==> src/rtl/display_value_convert.sv <==
// Value-to-digit converter: hex pass-through or double-dabble BCD, start/done.
// Build option DISP_SAT_EN: saturate digits on overflow instead of blanking.
module display_value_convert #(
  parameter int IN_WIDTH = 8,
  parameter int DIGITS   = 2
) (
  input  logic                  clk,
  input  logic                  rst_n,
  input  logic [IN_WIDTH-1:0]   value,
  input  logic                  hexMode,
  input  logic                  start,
  output logic                  busy,
  output logic                  done,
  output logic [4*DIGITS-1:0]   digits,
  output logic                  overflow
);

  localparam int DW = 4 * DIGITS;
  localparam int CW = $clog2(IN_WIDTH + 1);
  localparam int EW = (IN_WIDTH > DW) ? IN_WIDTH : DW;

  typedef enum logic [1:0] {
    IDLE  = 2'd0,
    HEX   = 2'd1,
    SHIFT = 2'd2
  } state_e;

  state_e              state_q, state_d;
  logic [IN_WIDTH-1:0] val_q, val_d;
  logic [DW-1:0]       scr_q, scr_d;
  logic                carry_q, carry_d;
  logic [CW-1:0]       cnt_q, cnt_d;
  logic [DW-1:0]       dig_q, dig_d;
  logic                ovf_q, ovf_d;
  logic                done_q, done_d;

  logic [DW-1:0]       adj;
  logic [DW-1:0]       shifted;
  logic [EW-1:0]       val_ext;
  logic                hex_ovf;
  logic                sh_ovf;
  logic                last;
  logic [DW-1:0]       sat_hex;
  logic [DW-1:0]       sat_dec;

`ifdef DISP_SAT_EN
  assign sat_hex = {DIGITS{4'hF}};
  assign sat_dec = {DIGITS{4'h9}};
`else
  assign sat_hex = '0;
  assign sat_dec = '0;
`endif

  always_ff @(posedge clk or negedge rst_n) begin
    if (!rst_n) begin
      state_q <= IDLE;
      val_q   <= '0;
      scr_q   <= '0;
      carry_q <= 1'b0;
      cnt_q   <= '0;
      dig_q   <= '0;
      ovf_q   <= 1'b0;
      done_q  <= 1'b0;
    end else begin
      state_q <= state_d;
      val_q   <= val_d;
      scr_q   <= scr_d;
      carry_q <= carry_d;
      cnt_q   <= cnt_d;
      dig_q   <= dig_d;
      ovf_q   <= ovf_d;
      done_q  <= done_d;
    end
  end

  assign last = (cnt_q == CW'(1));

  always_comb begin
    state_d = state_q;
    unique case (state_q)
      IDLE: begin
        if (start) begin
          state_d = hexMode ? HEX : SHIFT;
        end
      end
      HEX: state_d = IDLE;
      SHIFT: begin
        if (last) begin
          state_d = IDLE;
        end
      end
      default: state_d = IDLE;
    endcase
  end

  // add-3 correction per digit, then one shift step of {scratch, value}
  always_comb begin
    for (int i = 0; i < DIGITS; i++) begin
      if (scr_q[4*i +: 4] >= 4'd5) begin
        adj[4*i +: 4] = scr_q[4*i +: 4] + 4'd3;
      end else begin
        adj[4*i +: 4] = scr_q[4*i +: 4];
      end
    end
    shifted = {adj[DW-2:0], val_q[IN_WIDTH-1]};
    sh_ovf  = carry_q | adj[DW-1];
    val_ext = EW'(val_q);
    hex_ovf = |(val_ext >> DW);
  end

  always_comb begin
    val_d   = val_q;
    scr_d   = scr_q;
    carry_d = carry_q;
    cnt_d   = cnt_q;
    dig_d   = dig_q;
    ovf_d   = ovf_q;
    done_d  = 1'b0;
    unique case (state_q)
      IDLE: begin
        if (start) begin
          val_d   = value;
          scr_d   = '0;
          carry_d = 1'b0;
          cnt_d   = CW'(IN_WIDTH);
        end
      end
      HEX: begin
        dig_d  = hex_ovf ? sat_hex : val_ext[DW-1:0];
        ovf_d  = hex_ovf;
        done_d = 1'b1;
      end
      SHIFT: begin
        scr_d   = shifted;
        carry_d = sh_ovf;
        val_d   = val_q << 1;
        cnt_d   = cnt_q - CW'(1);
        if (last) begin
          dig_d  = sh_ovf ? sat_dec : shifted;
          ovf_d  = sh_ovf;
          done_d = 1'b1;
        end
      end
      default: ;
    endcase
  end

  always_comb begin
    busy     = (state_q != IDLE);
    done     = done_q;
    digits   = dig_q;
    overflow = ovf_q;
  end

endmodule

==> config.mk <==
export PLATFORM = sky130hd
export DESIGN_NAME = display_value_convert
export DESIGN_NICKNAME = d
export VERILOG_FILES = /design/src/rtl/display_value_convert.sv
export SDC_FILE = /design/constraint.sdc
export NUM_CORES = 1
export LEC_CHECK = 0
export CAP_MARGIN = 15
export CORE_MARGIN = 2
export CORE_UTILIZATION = 45
export CTS_CLUSTER_SIZE = 40
export DETAILED_ROUTE_END_ITERATION = 7
export GPL_ROUTABILITY_DRIVEN = 1
export PLACE_DENSITY = 0.67
export SLEW_MARGIN = 10
export SYNTH_ARGS = -nofsm -noshare
export SYNTH_HDL_FRONTEND = slang
export SYNTH_SLANG_ARGS = --single-unit
export TNS_END_PERCENT = 50
==> constraint.sdc <==
create_clock -name clk -period 3.9 [get_ports clk]
set_clock_uncertainty 0.2 [all_clocks]
set_input_delay 0.975 -clock clk [delete_from_list [all_inputs] [get_ports clk]]
set_output_delay 0.975 -clock clk [all_outputs]
set_load 0.02 [all_outputs]
==> results <==
- The run finished with clean final reports.
- Post-CTS timing repair inserted 0 buffers for setup.
- The residual antenna-violating net count after detailed routing is 0.
- The final-report hold violation count is 0.
- The leading cell type in the layout, fill and taps excluded is nand2_1.
- By startpoint and endpoint, the worst setup path is classified as register to output pin.
- Clock tree synthesis selected as its root buffer the cell clkbuf_8.
- Summed over its instances, the top area cell type makes up 45.2% of the synthesized netlist area.
- In this run, distinct cell masters in the synthesized netlist total 32.
- The highest attainable clock frequency is between 300 and 400 MHz.
- The final critical-path required period is ~2900 ps.
- The capturing element of the worst setup path is busy.
- Yosys attributes the largest share of cell area to dfrtp_1 (45%), o21ai_0 (8.8%), nand2_1 (7.0%), ha_1 (6.2%), mux2i_1 (4.4%).
- For flop-to-flop paths, the worst setup slack is 1640 ps.
- Summed over all failing endpoints, the final setup total negative slack is 0 ps.
- The clock passes through at most 2 buffers.
- The ratio of total power to cell area is 692 nW/µm².
- In the final routed layout, each cell accounts on average for 13.7 µm.
- The number of global-route vias before repair was around 1.4k.
- The filler cells instantiated in the layout total 360.
- After technology mapping, the gate count stands at 200.
- The first global-routing pass estimated ~6.3 mm of wire.
- From left edge to right edge, the die measures 67.7 µm.
- The clock tree synthesis step divided the H-tree into 2 levels.
- In this run the critical register-to-register path is captured at digits[5].
- TritonCTS built the clock tree.
- The overall die height is 67.7 µm.
- The launching element type of the critical path is a register.
- Leaving out fill and tap cells, the most frequent cells in the layout are nand2_1 (34), dfrtp_1 (33), o21ai_0 (32).
- During synthesis, Yosys emitted a total of 0 warnings.
- At the worst endpoint, the required time is 2720 ps.
- The number of violations reported at the end of detailed-routing iteration 0 is 89.
- Summing every instance area after synthesis gives ~1800 µm².
- Entering global routing, the biggest net connects 34 pins.
- For this design the static power due to leakage is around 0.92 nW.
- Summed over all layers, the routed wires come to 3.73 mm.
- The total clock buffers created by CTS is 5.
- The worst reg2reg path depth is 6.
- In the final layout, the share of cells above drive strength 1 is 10.8%.
- The weighted congestion reported at the end of routability-driven placement is approximately 0.8.
- For the worst-skew pair, the clock arrives at the later sink with an insertion delay of 290 ps.
- The part of the Yosys area used for sequential elements is 45.2%.
- The total area inside the core boundary comes to 3940 µm².
- Of all nets on the critical path, the largest fanout is 5.
- Max-cap violations in this run came to 0.
- The most critical setup path has its startpoint at state_q[0].
- After clock tree synthesis, the clock-pin slew on the worst setup and hold paths is 60 ps.
- The worst vdd rail ir drop is 0.464 mV.
- The total global routing overflow is 0.
- The min-delay analysis places its worst path in the category register to register.
- Setup violations remaining at the end of the flow were counted as 0.
- The mean number of vias per cell is 5.14.
- In this run the critical register-to-register path is launched from state_q[0].
- The worst path arrival time is 1700 ps.
- The max-slew violation count is 0.
- The relative max-transition margin is about 66%.
- The floorplan step defined a die boundary enclosing ~4600 µm².
- For this run, the detailed router's first-pass iteration total came to 4.
- The overall global routing resource usage is about a fifth.
- The signed area change from the synthesized netlist to the final layout is 18.5%.
- Setup repair after global routing left no endpoint under its margin.
- The depth of the worst hold-timing path is 2.
- The number of buffers inserted by hold repair at cts is 0.
- The completed layout was analyzed and its total power is 0.00150 W.
- The category of the worst setup path capture point is an output pin.
- Detailed routing inserted a total of 1398 vias.
- The total of cells resized after clock tree synthesis is 0.
- 23 I/O pins were placed.
- Of the available clock period, the critical path in the final layout requires 73.7%.
- The count of port buffers added during placement is 22.
- The slew at the pin closest to its max-slew limit is a little over 500 ps.
- The initial standard-cell utilization of the core is 46.4%.
- The post-synthesis cell type with the largest combined area is dfrtp_1.
- Summed over all nets, the half-perimeter wirelength after detailed placement is between 2 and 3 mm.
- After the last flow step, the layout net total stands at 243.
- The remaining routing DRC violations is 0.
- The number of antenna repair diodes is 0.
- After floorplanning, the core was divided into 23 placement rows.
- CTS saw 33 sinks.
- The number of antenna violations at the first check in global routing came to 0.
- In this run the mean area of a mapped cell was around 9.1 µm².
- The synthesized design contains 33 register bits.
- The net count after synthesis is 221.
cells by family after synthesis:
logic type | share of synthesized area [%]
and+or+nand+nor | 18.8
AOI/OAI and AO/OA | 18.5
buffers and inverters | 5.41
xor gates and xnor gates | 0.958
adders and majority gates | 6.16
muxes | 5.00
DFF | 45.2
synthesized netlist by cell type:
master    count
nand2_1      34
dfrtp_1      33
o21ai_0      32
inv_1        12
nor2_1       10
a21oi_1       9
ha_1          9
mux2i_1       8
nand2b_1      6
a21oi_2       5
buf_2         5
nand3_1       5
nand3_2       4
a22o_1        3
o21a_1        3
clkbuf_2      2
nor2b_1       2
nor3_1        2
o21ai_2       2
xnor2_1       2
a21boi_0      1
a32o_1        1
and2_4        1
and3_1        1
buf_1         1
buf_6         1
clkbuf_1      1
mux2_2        1
nand3b_1      1
nand3b_4      1
o21ai_1       1
or3b_4        1
power by group:
group	internal [W]	switching (W)
Sequential	0.000465	0.0000933
Clock	0.000140	0.000118
Combinational	0.000295	0.000388
worst min path at each step:
stage / slack (ps) / endpoint / from
6_report: 300 / cnt_q[1] / cnt_q[1]
4_1_cts: 310 / cnt_q[1] / cnt_q[1]
2_1_floorplan: 260 / cnt_q[1] / cnt_q[1]
5_1_grt: 340 / digits[2] / digits[2]
3_5_place_dp: 290 / cnt_q[1] / cnt_q[1]
3_3_place_gp: 270 / digits[7] / digits[7]
critical path, stage by stage (launching register included):
cell,delay (ps)
dfrtp_1,380
inv_1,70
ha_1,250
inv_1,100
clkdlybuf4s50_1,600
through the flow:
stage               hold WS [ps]  worst slack [ps]  area (µm²)  util (%)  cells
finish                       301              1030        2170      54.9    272
global route                 337               938        2170      54.9    272
CTS                          307              1010        2170      54.9    272
detailed placement           293              1190        2080      52.7    265
global placement             274              1240        2080      52.7    265
floorplan                    262              1850        1830         -    200
per-layer routing:
metal  routed length (µm)  vias up  GRT usage [%]
met2                 1760       31           31.7
li1                     -      714              -
met1                 1750      646           22.9
met3                  167        7           4.50
met5                    0        -              0
met4                   55        0           9.95
sequential cells by signal, summed over array words and instances, names as in the netlist:
| signal | cells |
|---|---|
| val_ext | 8 |
| cnt_q | 4 |
| state_q | 2 |
| done | 1 |
| scr_q | 8 |
| carry_q | 1 |
| overflow | 1 |
| digits | 8 |
cell type report:
class                   instances  area [µm²]  area share [%]
repair buffers                 25         243            11.2
inverters                      12        45.0            2.08
flip-flops and latches         33         826            38.1
clock buffers                   7        86.3            3.99
multi-input cells             145         903            41.7
well taps                      50        62.6            2.89
Note: power is estimated with default switching activity, not from simulation.
==> RTL edit 1 (same flow settings) <==
Re-encode `state_e` (3 states) as one-hot, 3 bits wide.
--- a/src/rtl/display_value_convert.sv
+++ b/src/rtl/display_value_convert.sv
@@ -21,6 +21,6 @@
 
-  typedef enum logic [1:0] {
-    IDLE  = 2'd0,
-    HEX   = 2'd1,
-    SHIFT = 2'd2
+  typedef enum logic [2:0] {
+    IDLE  = 3'b001,
+    HEX   = 3'b010,
+    SHIFT = 3'b100
   } state_e;
Function: same outputs for any inputs over 10 cycles, from zero or initial values and one cycle with rst_n low; not proved beyond that.
==> RTL edit 1 against the original RTL <==
- global-route usage fell by 0.32 points
- core utilization up 2.5 points
- synthesized area shrank 5.1%
- synthesized cell count decreased by 15%
- sequential power increased by 3%
- wire length decreased by 5.9%
- power fell by 13%
- worst hold slack worse by 0.016 ns
- via count is 6.5% lower
- highest routed layer unchanged
- sequential cell count grew 1
- worst setup slack improved by 0.21 ns
- cell area is 2.1% lower
- clock power is 18% higher
==> RTL edit 1: results (changes against the original RTL) <==
ANTENNA_DIODE_INSTANCE_COUNT=0  # unchanged
WIRE_LENGTH_OF_THE_FIRST_GLOBAL_ROUTING_PASS_UM=6134  # -2.2%
POST-DP-HPWL_UM=2523  # -4.3%
REG2REGPATHDEPTH=6  # unchanged
GP_CONGESTION=0.8504  # +7.4%
RUN_STATUS='finished clean'
WORSTHOLDENDPOINT='val_ext[1]'
DESIGN.FINAL.NETS=213  # -12%
OVERALL_FRACTION_OF_GLOBAL_ROUTE_TRACKS_IN_USE_PCT=18.79  # -0.32 points
DETAILROUTE.VIA_COUNT=1307  # -6.5%
CTS.PATH.MAX_BUFFERS=2  # unchanged
CRITICAL_PATH_PEAK_FANOUT=5  # unchanged
CP_SLOWEST_CELL='sky130_fd_sc_hd__clkdlybuf4s50_1'
CLOCK_INSERTION_DELAY_WORST_SKEW_NS=0.28
BUFFER_PORTS.INSERTED=22  # unchanged
SYNTH_SEQ_AREA_SHARE_PCT=49.10  # +3.9 points
SYNTHESIS.YOSYS.WARNINGS=0  # unchanged
DRT_ITER0_DRC=45  # -49%
SYNTH_TOP_CELLS_BY_COUNT='sky130_fd_sc_hd__dfrtp_1, sky130_fd_sc_hd__nand2_1, sky130_fd_sc_hd__o21ai_0'
POST_ROUTE_CELLS_DRIVE_ABOVE_1_SHARE_PCT=10.20  # -0.61 points
REGTOREGSTARTPOINT='scr_q[4]'
POST_SYNTH_MAIN_AREA_CONTRIBUTORS='sky130_fd_sc_hd__dfrtp_1, sky130_fd_sc_hd__mux2i_1, sky130_fd_sc_hd__nand2_1'
HTREE_NUM_LEVELS=2  # unchanged
REG2REG_SETUP_SLACK_NS=1.66  # +0.02 ns
NUMBER_OF_LIBRARY_CELL_TYPES_MAPPED_BY_SYNTHESIS=38  # +19%
PLACE_WS_NS=1.118  # -0.07368 ns
ARRIVAL_NS=1.49  # -0.21 ns
CTS_RESIZED=0  # unchanged
TIMING.CRITICAL_PATH.SLOWEST_CELL_DELAY_NS=0.59
HOLD_PATH.STARTPOINT='val_ext[0]'
GRT_MAX_DEGREE=35  # +2.9%
MIN_DELAY_PATH_DEPTH=2  # unchanged
WIRE_PER_INST_UM=14.38  # +4.9%
TOTAL_LEAKAGE_POWER_uW=0.0009747  # +6.1%
CTS_SETUP_BUFFERS=0  # unchanged
SYNTH_FP_NETS=188  # -15%
SYNTHARSTFLOPSHARE_PCT=100.0  # unchanged
WORST_R2R_ENDPOINT='digits[2]'
CPLARGESTDELAYFAMILY='buffers and inverters'
PEAKVDDDROP_uV=318.1  # -31%
TIMING.MAX_SLEW.REL_SLACK_PCT=57.61  # -8.5 points
NETSWITCHINGFRACTION_PCT=34.04  # -5.9 points
[RTL edit 1: cell count changes after synthesis, sizes merged, moves of 4 or more]
cell,delta
a221o,+4
nand2,-11
a21oi,-6
a21o,+5
nand3,-9
o21ai,-18
nor3b,+4
mux2i,+4
[RTL edit 1: final cells by class]
type,instances,area (um^2)
Fill cell,350,1569
Sequential cell,34,852.1
Multi-Input combinational cell,119,817.0
Timing Repair Buffer,25,242.7
Clock buffer,8,110.1
Tap cell,48,60.06
Inverter,10,37.54
[RTL edit 1: worst max-delay path by stage]
stage                          start          to  slack [ns]  cells after the start
final                     state_q[1]        busy        1.24                      3
after detailed placement       start  val_ext[4]        1.12                      5
after global placement         start  val_ext[2]        1.18                      5
after CTS                 state_q[1]        busy        1.23                      3
after global routing      state_q[1]        busy        1.13                      3
after floorplan                start  val_ext[6]        1.73                      5
[RTL edit 1: per-stage QoR]
step           area [um^2]  utilization, %  hold WS, ns  instances  total power, uW
5_1_grt               2120           57.46       0.3228        244             1403
3_3_place_gp          2009           54.48       0.2741        236            997.7
6_report              2120           57.46       0.2843        244             1311
4_1_cts               2120           57.46       0.2903        244             1326
3_5_place_dp          2009           54.48       0.2863        236             1015
2_1_floorplan         1735               -       0.2497        170            831.8
[RTL edit 1: kinds of logic after synthesis]
family          Yosys count  synth area share [%]
compound gates           41                 15.94
xor+xnor                  2                 1.010
fa+ha+maj                 6                 4.326
buf+inv                  17                 4.686
flops                    34                 49.10
mux                      13                 7.571
simple gates             57                 17.37
[RTL edit 1: routing by layer]
metal	global-route usage [%]	vias up	part of all wire (%)
met4	7.908	0	1.7
met3	4.770	6	4.4
met5	0	-	0
li1	-	644	-
met1	25.39	625	49
met2	28.63	32	45
[RTL edit 1: worst register-to-register path: stages (launching register included)]
cell	delay [ns]
sky130_fd_sc_hd__dfrtp_1	0.42
sky130_fd_sc_hd__inv_1	0.10
sky130_fd_sc_hd__ha_1	0.23
sky130_fd_sc_hd__nand2b_1	0.09
sky130_fd_sc_hd__nor3b_1	0.54
sky130_fd_sc_hd__nor3_2	0.17
sky130_fd_sc_hd__a221o_1	0.37
[RTL edit 1: power by group through the flow]
stage	Clock (uW)	Combinational, uW	Sequential (uW)
floorplan	0	235	597
global placement	0	427	571
detailed placement	0	435	580
CTS	313	438	574
global route	328	481	593
finish	304	434	574
==> RTL edit 2 (config.mk and constraints unchanged) <==
Made on the original files. Add a define of `DISP_SAT_EN`.
--- a/src/rtl/display_value_convert.sv
+++ b/src/rtl/display_value_convert.sv
@@ -2,2 +2,4 @@
 // Build option DISP_SAT_EN: saturate digits on overflow instead of blanking.
+`define DISP_SAT_EN
+
 module display_value_convert #(
Formal check against the unedited RTL: not equivalent (Yosys sat finds a counterexample within 10 cycles, from zero or initial values and one cycle with rst_n low).
==> RTL edit 2 against the original RTL <==
- sequential cell count did not move
- sequential power barely moved
- synthesized cell count fell by 5.5%
- cell area fell by 2.0%
- fmax rose by 0.37%
- core utilization rose by 2.2 points
- critical path depth did not move
- non-clock buffer count rose by 1
- synthesized area fell by 3.4%
- wire length rose by 4.4%
- power fell by 0.37%
- via count rose by 2.8%
- worst setup slack improved by 0.011 ns
- largest cell class unchanged
==> RTL edit 2: results (changes against the original RTL) <==
ANTENNA_DIODE_INSTANCE_COUNT=0  # unchanged
NON_FILLER_CELLS_FINAL=263  # -3.3%
CTS_SETUP_BUFFERS=0  # unchanged
HTREE_NUM_LEVELS=2  # unchanged
PLACED_CELLS_INCL_TAPS=255  # -3.8%
POST_SYNTH_MAIN_AREA_CONTRIBUTORS='sky130_fd_sc_hd__dfrtp_1, sky130_fd_sc_hd__ha_1, sky130_fd_sc_hd__nand2_1'
DR.PASS1.ITERS=4  # unchanged
DRT_ITER0_DRC=62  # -30%
CP_SLOWEST_CELL='sky130_fd_sc_hd__clkdlybuf4s50_1'
ARRIVAL_NS=1.69
NUMBER_OF_LIBRARY_CELL_TYPES_MAPPED_BY_SYNTHESIS=36  # +13%
CPLARGESTDELAYFAMILY='buffers and inverters'
SYNTH_FP_NETS=210  # -5.0%
CLK_PIN_SLEW_NS=0.06  # about the same
TIMING.MAX_SLEW.REL_SLACK_PCT=58.45  # -7.7 points
NUMCTSBUFFERS=5  # unchanged
CLOCK_INSERTION_DELAY_WORST_SKEW_NS=0.29  # about the same
SYNTH_SEQ_AREA_SHARE_PCT=46.78  # +1.6 points
TOTAL_LEAKAGE_POWER_uW=0.0009396  # +2.3%
CLOCK-ROOT-BUFFER='sky130_fd_sc_hd__clkbuf_8'
POST_ROUTE_CELLS_DRIVE_ABOVE_1_SHARE_PCT=7.442  # -3.4 points
POST-DP-HPWL_UM=2790  # +5.8%
CRITICAL_PATH_PEAK_FANOUT=5  # unchanged
PEAKVDDDROP_uV=359.7  # -22%
REG2REG_SETUP_SLACK_NS=1.46  # -0.18 ns
P_INT_uW=885.1  # -1.6%
POST_DRT_VIA_CELL_RATIO=5.464  # +6.3%
OVERALL_FRACTION_OF_GLOBAL_ROUTE_TRACKS_IN_USE_PCT=20.60  # +1.5 points
DPL-INSTANCE-AREA_UM2=2039  # -1.9%
GP_CONGESTION=0.8322  # +5.1%
CTS.PATH.MAX_BUFFERS=2  # unchanged
TIMING.FINAL.HOLD_VIOLATIONS=0  # unchanged
SYNTHESIS.AREA_PER_INSTANCE_UM2=9.341  # +2.2%
BUFFER_PORTS.INSERTED=22  # unchanged
INITIAL_ANTENNA_VIOLATION_COUNT=0  # unchanged
TIMING.CRITICAL_PATH.SLOWEST_CELL_DELAY_NS=0.60  # about the same
RUN_STATUS='finished clean'
WIRE_LENGTH_OF_THE_FIRST_GLOBAL_ROUTING_PASS_UM=6741  # +7.5%
GRT_PASS1_VIAS=1432  # +3.8%
SYNTHARSTFLOPSHARE_PCT=100.0  # unchanged
DESIGN.FINAL.NETS=235  # -3.3%
SYNTH_TOP_CELLS_BY_COUNT='sky130_fd_sc_hd__dfrtp_1, sky130_fd_sc_hd__nand2_1, sky130_fd_sc_hd__o21ai_1'
WIRE_PER_INST_UM=14.80  # +8.0%
SYNTHESIS.YOSYS.WARNINGS=0  # unchanged
PATH_CLASS_OF_THE_LOWEST_SLACK_MIN_DELAY_PATH='flop to flop'
-- RTL edit 2: changes by cell type after synthesis, moves of 3 or more --
cell,delta
sky130_fd_sc_hd__o21ai_0,-23
sky130_fd_sc_hd__a21oi_2,-5
sky130_fd_sc_hd__nand2_1,-6
sky130_fd_sc_hd__o21ai_1,+13
sky130_fd_sc_hd__nand3_1,+4
sky130_fd_sc_hd__a21oi_1,+3
sky130_fd_sc_hd__nand3_2,-4
-- RTL edit 2: metal layers --
metal | vias to the layer above | part of all wire [%] | wire (um) | GRT usage (%)
met3 | 6 | 4.1 | 158 | 4.392
met2 | 27 | 48 | 1880 | 33.63
met4 | 0 | 1.9 | 74 | 9.694
li1 | 707 | - | - | -
met5 | - | 0 | 0 | 0
met1 | 697 | 46 | 1779 | 25.95
-- RTL edit 2: kinds of logic (layout without fill, tap and decap cells) --
family,Yosys count,in the layout,share of synthesized area [%]
fa+ha+maj,9,9,6.379
flops,33,33,46.78
simple gates,61,61,16.02
xor+xnor,2,2,0.9924
compound gates,54,54,19.84
buf+inv,21,47,4.819
mux,9,9,5.174
-- RTL edit 2: final timing paths --
kind | startpoint | endpoint | cells past startpoint
worst min register to register | cnt_q[1] | cnt_q[1] | 2
worst max register to register | state_q[0] | digits[0] | 6
min in group asynchronous | rst_n | scr_q[3] | 2
worst max-delay path | state_q[0] | busy | 4
max in group asynchronous | rst_n | digits[6] | 2
worst min-delay path | cnt_q[1] | cnt_q[1] | 2
-- RTL edit 2: through the flow --
stage	setup slack [ns]	util, %	hold WS [ns]	power [uW]
after floorplan	1.786	-	0.2621	1012
after global placement	1.018	54.88	0.2802	1227
after detailed placement	0.9887	54.88	0.2952	1252
after CTS	1.025	57.10	0.3083	1502
after global routing	0.9778	57.10	0.3369	1611
final	1.037	57.10	0.3113	1493
-- RTL edit 2: worst reg2reg max path, stage by stage, from the launching register on --
cell and delay (ns):
sky130_fd_sc_hd__dfrtp_1 0.40, sky130_fd_sc_hd__inv_1 0.09, sky130_fd_sc_hd__ha_1 0.56, sky130_fd_sc_hd__nand3_1 0.46, sky130_fd_sc_hd__nand2_1 0.37, sky130_fd_sc_hd__o22ai_1 0.13, sky130_fd_sc_hd__a31oi_1 0.15
-- RTL edit 2: area by class of cell --
type                    count  area, um^2
well taps                  48       60.06
fillers                   342        1594
flip-flops and latches     33       825.8
inverters                  13       48.80
repair buffers             26       250.2
clock buffers               6       72.57
multi-input cells         135       854.6
clock inverters             2       10.01
-- RTL edit 2: power by group through the flow --
stage | sequential (uW) | clock, uW | combinational [uW]
2_1_floorplan | 589 | 0 | 423
3_3_place_gp | 555 | 0 | 672
3_5_place_dp | 560 | 0 | 691
4_1_cts | 555 | 252 | 695
5_1_grt | 571 | 270 | 770
6_report | 556 | 249 | 687
